`src/rtl/dram_refresh_arbiter_pkg.sv`:
```
// Shared types and default constants for the DRAM refresh arbiter.
package dram_pkg;

  // Arbiter ownership of the DRAM sequencer.
  typedef enum logic [1:0] {
    IDLE = 2'd0,
    CPU  = 2'd1,
    REF  = 2'd2
  } state_t;

  // 15.6 us refresh period at a 15 MHz system clock.
  localparam int DEFAULT_REFRESH_INTERVAL = 234;
  localparam int DEFAULT_MAX_PENDING      = 4;

  // Width of the pending-refresh counter for the default backlog depth.
  localparam int DEFAULT_PEND_W = $clog2(DEFAULT_MAX_PENDING + 1);

  // Width of a counter that must hold 0..interval-1 (at least one bit).
  function automatic int timer_width(input int interval);
    return (interval > 1) ? $clog2(interval) : 1;
  endfunction

endpackage

```
`src/rtl/dram_refresh_arbiter_if.sv`:
```
// Handshake bundle between the arbiter, the CPU decode and the DRAM sequencer.
interface dram_refresh_arbiter_if #(
  parameter int PEND_W = 3
);
  logic              REF_EN;
  logic              CPU_REQ;
  logic              REF_DONE;
  logic              GRANT_CPU;
  logic              GRANT_REF;
  logic [PEND_W-1:0] REF_PENDING;
  logic              REF_OVF;
  logic              BUSY;

  // Arbiter side.
  modport slave (
    input  REF_EN, CPU_REQ, REF_DONE,
    output GRANT_CPU, GRANT_REF, REF_PENDING, REF_OVF, BUSY
  );

  // Requester / sequencer side.
  modport master (
    output REF_EN, CPU_REQ, REF_DONE,
    input  GRANT_CPU, GRANT_REF, REF_PENDING, REF_OVF, BUSY
  );
endinterface

```
`src/rtl/dram_refresh_arbiter_timer.sv`:
```
// Refresh interval timer: counts 0..REFRESH_INTERVAL-1 while enabled and
// pulses tick for one clock on the last count.
module dram_refresh_timer
  import dram_pkg::*;
#(
  parameter int REFRESH_INTERVAL = DEFAULT_REFRESH_INTERVAL
) (
  input  logic CLK,
  input  logic RST,
  input  logic REF_EN,
  output logic tick
);
  localparam int CW = timer_width(REFRESH_INTERVAL);
  localparam logic [CW-1:0] LAST = CW'(REFRESH_INTERVAL - 1);

  logic [CW-1:0] count_reg;

  // Interval counter; parked at zero whenever refresh timing is disabled.
  always_ff @(posedge CLK) begin
    if (RST) begin
      count_reg <= '0;
    end else if (!REF_EN) begin
      count_reg <= '0;
    end else if (count_reg == LAST) begin
      count_reg <= '0;
    end else begin
      count_reg <= count_reg + 1'b1;
    end
  end

  assign tick = REF_EN && (count_reg == LAST);

endmodule

```
`src/rtl/dram_refresh_arbiter.sv`:
```
// Refresh scheduler and CPU/refresh arbiter for the DRAM sequencer.
// Grants are decoded from the registered state, so every decision takes
// effect one clock after the condition that caused it.
module dram_refresh_arbiter
  import dram_pkg::*;
#(
  parameter int REFRESH_INTERVAL = DEFAULT_REFRESH_INTERVAL,
  parameter int MAX_PENDING      = DEFAULT_MAX_PENDING
) (
  input  logic                   CLK,
  input  logic                   RST,
  dram_refresh_arbiter_if.slave  bus
);
  localparam int PEND_W = $clog2(MAX_PENDING + 1);
  localparam logic [PEND_W-1:0] PEND_MAX = PEND_W'(MAX_PENDING);

  logic              tick;
  state_t            state_reg, state_next;
  logic [PEND_W-1:0] pending_reg, pending_next;
  logic              ovf_reg, ovf_next;
  logic              grant_cpu, grant_ref, busy;

  dram_refresh_timer #(
    .REFRESH_INTERVAL (REFRESH_INTERVAL)
  ) u_timer (
    .CLK    (CLK),
    .RST    (RST),
    .REF_EN (bus.REF_EN),
    .tick   (tick)
  );

  // Backlog bookkeeping: ticks add, completions remove, saturate at full
  // backlog (flagging the lost tick) and never underflow.
  always_comb begin
    pending_next = pending_reg;
    ovf_next     = ovf_reg;
    if (tick && !bus.REF_DONE) begin
      if (pending_reg == PEND_MAX) begin
        ovf_next = 1'b1;
      end else begin
        pending_next = pending_reg + 1'b1;
      end
    end else if (!tick && bus.REF_DONE) begin
      if (pending_reg != '0) begin
        pending_next = pending_reg - 1'b1;
      end
    end
  end

  // Next-state selection and grant decode; a full backlog beats a waiting CPU.
  always_comb begin
    state_next = state_reg;
    grant_cpu  = 1'b0;
    grant_ref  = 1'b0;
    busy       = 1'b0;
    case (state_reg)
      IDLE: begin
        if (bus.CPU_REQ && (pending_reg == PEND_MAX)) begin
          state_next = REF;
        end else if (bus.CPU_REQ) begin
          state_next = CPU;
        end else if (pending_reg != '0) begin
          state_next = REF;
        end
      end
      CPU: begin
        grant_cpu = 1'b1;
        busy      = 1'b1;
        if (!bus.CPU_REQ) begin
          state_next = IDLE;
        end
      end
      REF: begin
        grant_ref = 1'b1;
        busy      = 1'b1;
        if (bus.REF_DONE) begin
          state_next = IDLE;
        end
      end
      default: begin
        state_next = IDLE;
      end
    endcase
  end

  // State, backlog and overflow registers.
  always_ff @(posedge CLK) begin
    if (RST) begin
      state_reg   <= IDLE;
      pending_reg <= '0;
      ovf_reg     <= 1'b0;
    end else begin
      state_reg   <= state_next;
      pending_reg <= pending_next;
      ovf_reg     <= ovf_next;
    end
  end

  assign bus.GRANT_CPU   = grant_cpu;
  assign bus.GRANT_REF   = grant_ref;
  assign bus.BUSY        = busy;
  assign bus.REF_PENDING = pending_reg;
  assign bus.REF_OVF     = ovf_reg;

endmodule
```
`src/flat_wrapper.sv`:
```
// flat-port wrapper written by rule: the top's interface ports become plain ports
module dram_refresh_arbiter_flat import dram_pkg::*;
#(
  parameter int REFRESH_INTERVAL = DEFAULT_REFRESH_INTERVAL,
  parameter int MAX_PENDING      = DEFAULT_MAX_PENDING
)
  (CLK, RST, bus_REF_EN, bus_CPU_REQ, bus_REF_DONE, bus_GRANT_CPU, bus_GRANT_REF, bus_REF_PENDING, bus_REF_OVF, bus_BUSY);
  dram_refresh_arbiter_if bus_i ();
  input  logic CLK;
  input  logic RST;
  input wire logic [$bits(bus_i.REF_EN)-1:0] bus_REF_EN;
  input wire logic [$bits(bus_i.CPU_REQ)-1:0] bus_CPU_REQ;
  input wire logic [$bits(bus_i.REF_DONE)-1:0] bus_REF_DONE;
  output wire logic [$bits(bus_i.GRANT_CPU)-1:0] bus_GRANT_CPU;
  output wire logic [$bits(bus_i.GRANT_REF)-1:0] bus_GRANT_REF;
  output wire logic [$bits(bus_i.REF_PENDING)-1:0] bus_REF_PENDING;
  output wire logic [$bits(bus_i.REF_OVF)-1:0] bus_REF_OVF;
  output wire logic [$bits(bus_i.BUSY)-1:0] bus_BUSY;
  assign bus_i.REF_EN = bus_REF_EN;
  assign bus_i.CPU_REQ = bus_CPU_REQ;
  assign bus_i.REF_DONE = bus_REF_DONE;
  assign bus_GRANT_CPU = bus_i.GRANT_CPU;
  assign bus_GRANT_REF = bus_i.GRANT_REF;
  assign bus_REF_PENDING = bus_i.REF_PENDING;
  assign bus_REF_OVF = bus_i.REF_OVF;
  assign bus_BUSY = bus_i.BUSY;
  dram_refresh_arbiter #(.REFRESH_INTERVAL(REFRESH_INTERVAL), .MAX_PENDING(MAX_PENDING)) u_core (.CLK(CLK), .RST(RST), .bus(bus_i));
endmodule
```
`config.mk`:
```
export PLATFORM = sky130hd
export DESIGN_NAME = dram_refresh_arbiter_flat
export DESIGN_NICKNAME = d
export VERILOG_FILES = /design/src/rtl/dram_refresh_arbiter_pkg.sv /design/src/rtl/dram_refresh_arbiter_if.sv /design/src/rtl/dram_refresh_arbiter_timer.sv /design/src/rtl/dram_refresh_arbiter.sv /design/src/flat_wrapper.sv
export SDC_FILE = /design/constraint.sdc
export NUM_CORES = 1
export LEC_CHECK = 0
export CAP_MARGIN = 20
export CORE_MARGIN = 5
export CORE_UTILIZATION = 46
export CTS_CLUSTER_DIAMETER = 50
export CTS_CLUSTER_SIZE = 20
export DETAILED_ROUTE_END_ITERATION = 10
export PLACE_DENSITY = 0.73
export SYNTH_ARGS = -nofsm -noshare
export SYNTH_HDL_FRONTEND = slang
export SYNTH_SLANG_ARGS = --single-unit
```
`constraint.sdc`:
```
create_clock -name CLK -period 2.1 [get_ports CLK]
set_input_delay 0.21 -clock CLK [delete_from_list [all_inputs] [get_ports CLK]]
set_output_delay 0.21 -clock CLK [all_outputs]
set_load 0.005 [all_outputs]
```
; Yosys cells after proc, flatten, opt, wreduce, memory -nomap -nowiden
; Cells that the tools add are included.
[classes]
n_addsub = 3
eq_ne = 8
n_mux = 13
bitwise_logic = 1
reduce_logical = 15
[ops]
columns = operator, n
row1 = 2-to-1 mux 3 bit, 4
row2 = 2-to-1 mux 2 bit, 5
row3 = adder 8 x 1 -> 8 bit (second input constant), 1
row4 = equality test 8 bit (second input constant), 1
row5 = inequality test 2 bit (second input constant), 3
row6 = case mux 2 bit (3 select lines), 1
row7 = AND reduction 3 bit, 2
row8 = logical AND 1 bit, 4
row9 = inequality test 4 x 2 -> 1 bit (second input constant), 1
row10 = nonzero test 2 bit, 2
row11 = adder 3 x 1 -> 3 bit (second input constant), 1
row12 = equality test 3 bit (second input constant), 1
row13 = 2-to-1 mux 1 bit, 3
row14 = nonzero test 3 bit, 1
row15 = OR reduction 3 bit, 1
row16 = subtractor 3 x 1 -> 3 bit (second input constant), 1
row17 = equality test 2 x 1 -> 1 bit (second input constant), 1
row18 = equality test 2 bit (second input constant), 1
row19 = zero test 1 bit, 2
row20 = zero test 2 bit, 1
row21 = AND reduction 2 bit, 1
row22 = OR reduction 2 bit, 1
row23 = inverter 1 bit, 1
[totals]
register_bits = 14
input_bits = 5
out_inout_bits = 7
word_cells = 44

; Longest topological paths before layout
[logic_depth]
depth_word = 6
mapped_depth = 10
mapped_depth_nobuf = 10

; Hierarchy
; A second synthesis with hierarchy kept.
[unflattened]
hier_cells = 90
hier_area_um2 = 770.7
[by_module_without_submodules]
columns = mod, n_inst, cells_each, area_each_um2, seq_area_each_um2
row1 = dram_refresh_arbiter, 1, 50, 401.6, 120.1
row2 = dram_refresh_timer, 1, 40, 369.1, 160.2

; Worst setup path after synthesis
; Ideal clock, no wire load.
[synth_timing]
path_type = register to register
from = register u_core.u_timer.count_reg[0]
to = register u_core.pending_reg[2] (netlist: u_core.bus.REF_PENDING[2])
setup_ns = 0.065
arrival_time_ns = 2.099
required_ns = 2.035
path_slack_ns = -0.064
stages_incl_launch_ff = 10
n_path_buf = 0
synth_period_minus_slack_ns = 2.164
path_cell_list = dfxtp_1 ha_1 nand4b_4 nor3_2 inv_2 fa_1 nor2b_1 o21ai_0 mux4_2 nor2_1
[synth_between]
elab_chain_cells = 6
elab_cells_between_ends = 10
classes_between = eq/ne (2) / mux (1) / reduce/logical (7)
[synth_rtl]
columns = element, line_no
row1 = start: declaration, dram_refresh_arbiter_timer.sv:16  ; logic [CW-1:0] count_reg;
row2 = start signal: assignment, dram_refresh_arbiter_timer.sv:27  ; count_reg <= count_reg + 1'b1;
row3 = equality test 8 bit (*), dram_refresh_arbiter_timer.sv:31  ; assign tick = REF_EN && (count_reg == LAST);
row4 = logical AND 1 bit (*), dram_refresh_arbiter_timer.sv:31
row5 = zero test 1 bit, dram_refresh_arbiter.sv:43  ; end else if (!tick && bus.REF_DONE) begin
row6 = logical AND 1 bit, dram_refresh_arbiter.sv:43
row7 = nonzero test 2 bit (no line), -
row8 = AND reduction 3 bit (no line), -
row9 = end signal: assignment, dram_refresh_arbiter.sv:94  ; pending_reg <= pending_next;
row10 = end: declaration, dram_refresh_arbiter.sv:19  ; logic [PEND_W-1:0] pending_reg, pending_next;
; Every way passes the cells marked *; elsewhere a longest branch is shown, timed or not.
; A chain may end at the register's enable or synchronous reset.

; Worst setup path after layout
[layout_timing]
from = input bus_REF_EN
to = register u_core.pending_reg[2] (netlist: u_core.bus.REF_PENDING[2])
[layout_between]
elab_chain_cells = 5
elab_cells_between_ends = 9
classes_between = eq/ne (1) / mux (1) / reduce/logical (7)
[layout_rtl]
columns = element, line_no
row1 = start: declaration, flat_wrapper.sv:11  ; input wire logic [$bits(bus_i.REF_EN)-1:0] bus_REF_EN;
row2 = logical AND 1 bit (*), dram_refresh_arbiter_timer.sv:31
row3 = zero test 1 bit, dram_refresh_arbiter.sv:43
row4 = logical AND 1 bit, dram_refresh_arbiter.sv:43
row5 = nonzero test 2 bit (no line), -
row6 = AND reduction 3 bit (no line), -
; Marked as above.

==> results.toml <==
[hold_path]
hold_class = "reg -> reg"

[setup_path]
startpoint_type = "input port"
end_kind = "register"
timing.critical_path.required_ns = 2.33
critical_path_start_end_classification = "in -> reg"
biggest_fanout_along_the_worst_timing_path = 2
worst_ep_arrival_time_ns = 2.35

[drt]
ant_nets = 0
routed-wl-met2_um = 834
maxUsedRoutingLayer = "met4"
route.met3.wl_um = 81
drc_errors = 0
avgRoutedWirePerCell_um = 13.42
routedLengthMet1_um = 772
via_count = 689
drt_iter0_drc = 4
detail_route.vias_per_cell = 5.300
drt_pass1_iterations = 4
route.final.wire_length_um = 1745

[yosys]
synth.area.mux_share = 0.02951
netlist_instances = 83
syn_avg_cell_area_um2 = 9.196
ys.warnings.count = 0
adder_and_majority_cell_fraction_of_the_synthesized_area = 0.1082
yosys.area_share.xor_xnor = 0.06885
synth_area_in_compound_gates = 0.1410
synth_simple_gate_area_frac = 0.2459
synthesis.area_um2 = 763.2
synth_seq_area_share = 0.3672
synth.distinct_cells = 31
largest_family_of_logic_cells_by_synthesized_area = "simple AND/OR/NAND/NOR gates"
ys_seq_elements = 14
synth.net_count = 94

[power]
power_density_over_the_cells_nw_per_um2 = 622.3
power.static_leakage_nw = 0.4603
vdd_ir_drop_max_v = 0.0004450
totalPowerFinal_uw = 672.7

[sta]
setup_repair_after_global_routing_missed_its_margin = "true"
achievable-frequency_mhz = 471.0
layout_setup_ws_ns = -0.02293
setup_violations = 1
clock_skew_ns = 0.002812
max_slew.worst_pin.slew_ns = 0.6064
final_max_slew_viol_count = 0
period_minus_slack_ns = 2.123
final.period_utilization = 1.011
slew_headroom = 0.5951
hold_viol = 0

[global_routing]
track_usage = 0.1466
grt_start_max_net_pins = 9
initial_antenna_violation_count = 0
vias_in_the_first_global_route = 674
grt_pass1_wl_um = 2980
gr_overflow_total = 0

[cts]
cts_root_cell = "clkbuf_4"
cts_inserted_buffers = 3
cts_sinks = 14
clock_pin_slew_of_the_registers_on_the_worst_case_setup_and_hold_paths_ns = 0.09
ctsLongestPathBuffers = 2
worstSkewPairLatency_ns = 0.29
htree_num_levels = 1
hold_buffers = 0
cts_tree = "done"

[floorplan]
floorplan.initialDensity = 0.4951
die-height_um = 50.74
fp.dieW_um = 50.74
floorplan.rows = 14
die-area_um2 = 2574
core_um2 = 1541
pin_count = 12

[finish]
area_growth_syn_to_layout_pct = 41.64
fin_util = 0.7013
seqCellArea_um2 = 282.8
commonest_cells_after_routing_fill_and_taps_aside = "buf_4 (16), nor2_1 (12), dfxtp_1 (12), clkdlybuf4s50_1 (11)"
layout.cells.most_common = "buf_4"
final.fill_count = 123
multi_input_comb_area_um2 = 481.7
num_antenna_cells = 0
design.final.nets = 126
largest_reg_flops = 8
fraction_of_final_layout_cells_sized_beyond_drive_strength_1 = 0.2807

[outcome]
violations = "negative setup slack"
outcome = "finished, violations left"

[placed_design]
buffers_added_on_ports = 11
detailed_place_hpwl_um = 1334
final_replace_weighted_congestion = 0.8097
post-place-ws_ns = -0.2540

[run]
maxCapViolCount = 0
==> worst paths after layout <==
check | startpoint | endpoint | slack (ns) | depth (start not counted)
max | bus_REF_EN | u_core.bus.REF_PENDING[2] | -0.02 | 9
min | u_core.bus.REF_OVF | u_core.bus.REF_OVF | 0.49 | 2
max reg2reg | u_core.u_timer.count_reg[1] | u_core.bus.REF_PENDING[2] | -0.01 | 10
min reg2reg | u_core.bus.REF_OVF | u_core.bus.REF_OVF | 0.49 | 2
==> where the power goes <==
| group | internal (mW) | switching, mW | total, mW |
|---|---|---|---|
| Sequential | 0.280 | 0.0173 | 0.297 |
| Clock | 0.106 | 0.0938 | 0.200 |
| Combinational | 0.100 | 0.0754 | 0.176 |
| Total | 0.486 | 0.186 | 0.673 |
==> critical path: stages <==
cell             delay, ns
clkdlybuf4s50_1       0.49
nand4b_1              0.18
nor3_4                0.24
inv_2                 0.07
fa_2                  0.39
nor2b_4               0.14
o21ai_1               0.07
mux4_2                0.46
nor2_1                0.10
==> stage by stage <==
step | instance area [um^2] | std cells | TNS (ns) | hold WS (ns)
floorplan | 775.7 | 83 | 0 | 0.2791
global placement | 988.4 | 121 | -0.1380 | 0.4540
detailed placement | 988.4 | 121 | -0.2540 | 0.4741
CTS | 1035 | 126 | 0 | 0.4950
global route | 1081 | 130 | -0.1054 | 0.5373
finish | 1081 | 130 | -0.02293 | 0.4890
==> layout make-up <==
cell class | instances | share of cell area
Clock buffer | 4 | 0.03356
Timing Repair Buffer | 27 | 0.2130
Inverter | 8 | 0.02778
Tap cell | 16 | 0.01852
Multi-Input combinational cell | 61 | 0.4456
Sequential cell | 14 | 0.2616
==> kinds of logic after synthesis <==
logic type               after synthesis
multiplexers                           1
buffers and inverters                  8
adder cells (fa/ha/maj)                6
XOR/XNOR                               6
flip-flops                            14
AO/OA/AOI/OAI                         16
AND/OR/NAND/NOR                       32
==> layer usage <==
metal	vias up	GRT usage
li1	353	-
met1	316	0.1932
met2	13	0.2293
met3	7	0.03846
met4	0	0.05106
met5	-	0
==> cells in the mapped netlist (all sizes together) <==
library cell	count	area share
a21oi	5	0.033
a221oi	2	0.023
xnor2	2	0.023
nand2	1	0.0049
xor2	4	0.046
a41o	1	0.013
nand3	5	0.033
nand2b	2	0.016
o21a	1	0.0098
or3	1	0.0082
o311ai	1	0.021
nor4b	1	0.011
nand3b	1	0.0098
mux4	1	0.030
a31oi	1	0.0082
and3	1	0.0082
nand4b	2	0.043
and2	2	0.016
nor2	12	0.059
inv	8	0.039
nor2b	1	0.0082
fa	1	0.026
nor3	2	0.020
ha	5	0.082
dfxtp	14	0.37
nand4	1	0.0082
o21ai	5	0.033
==> repair_timing <==
item,4_1_cts,5_1_grt
pin swaps,1,4
gates resized for setup,1,5
buffers inserted,1,4
endpoints found under the setup margin,1,1
No activity file was read; power rests on OpenSTA's default activity.
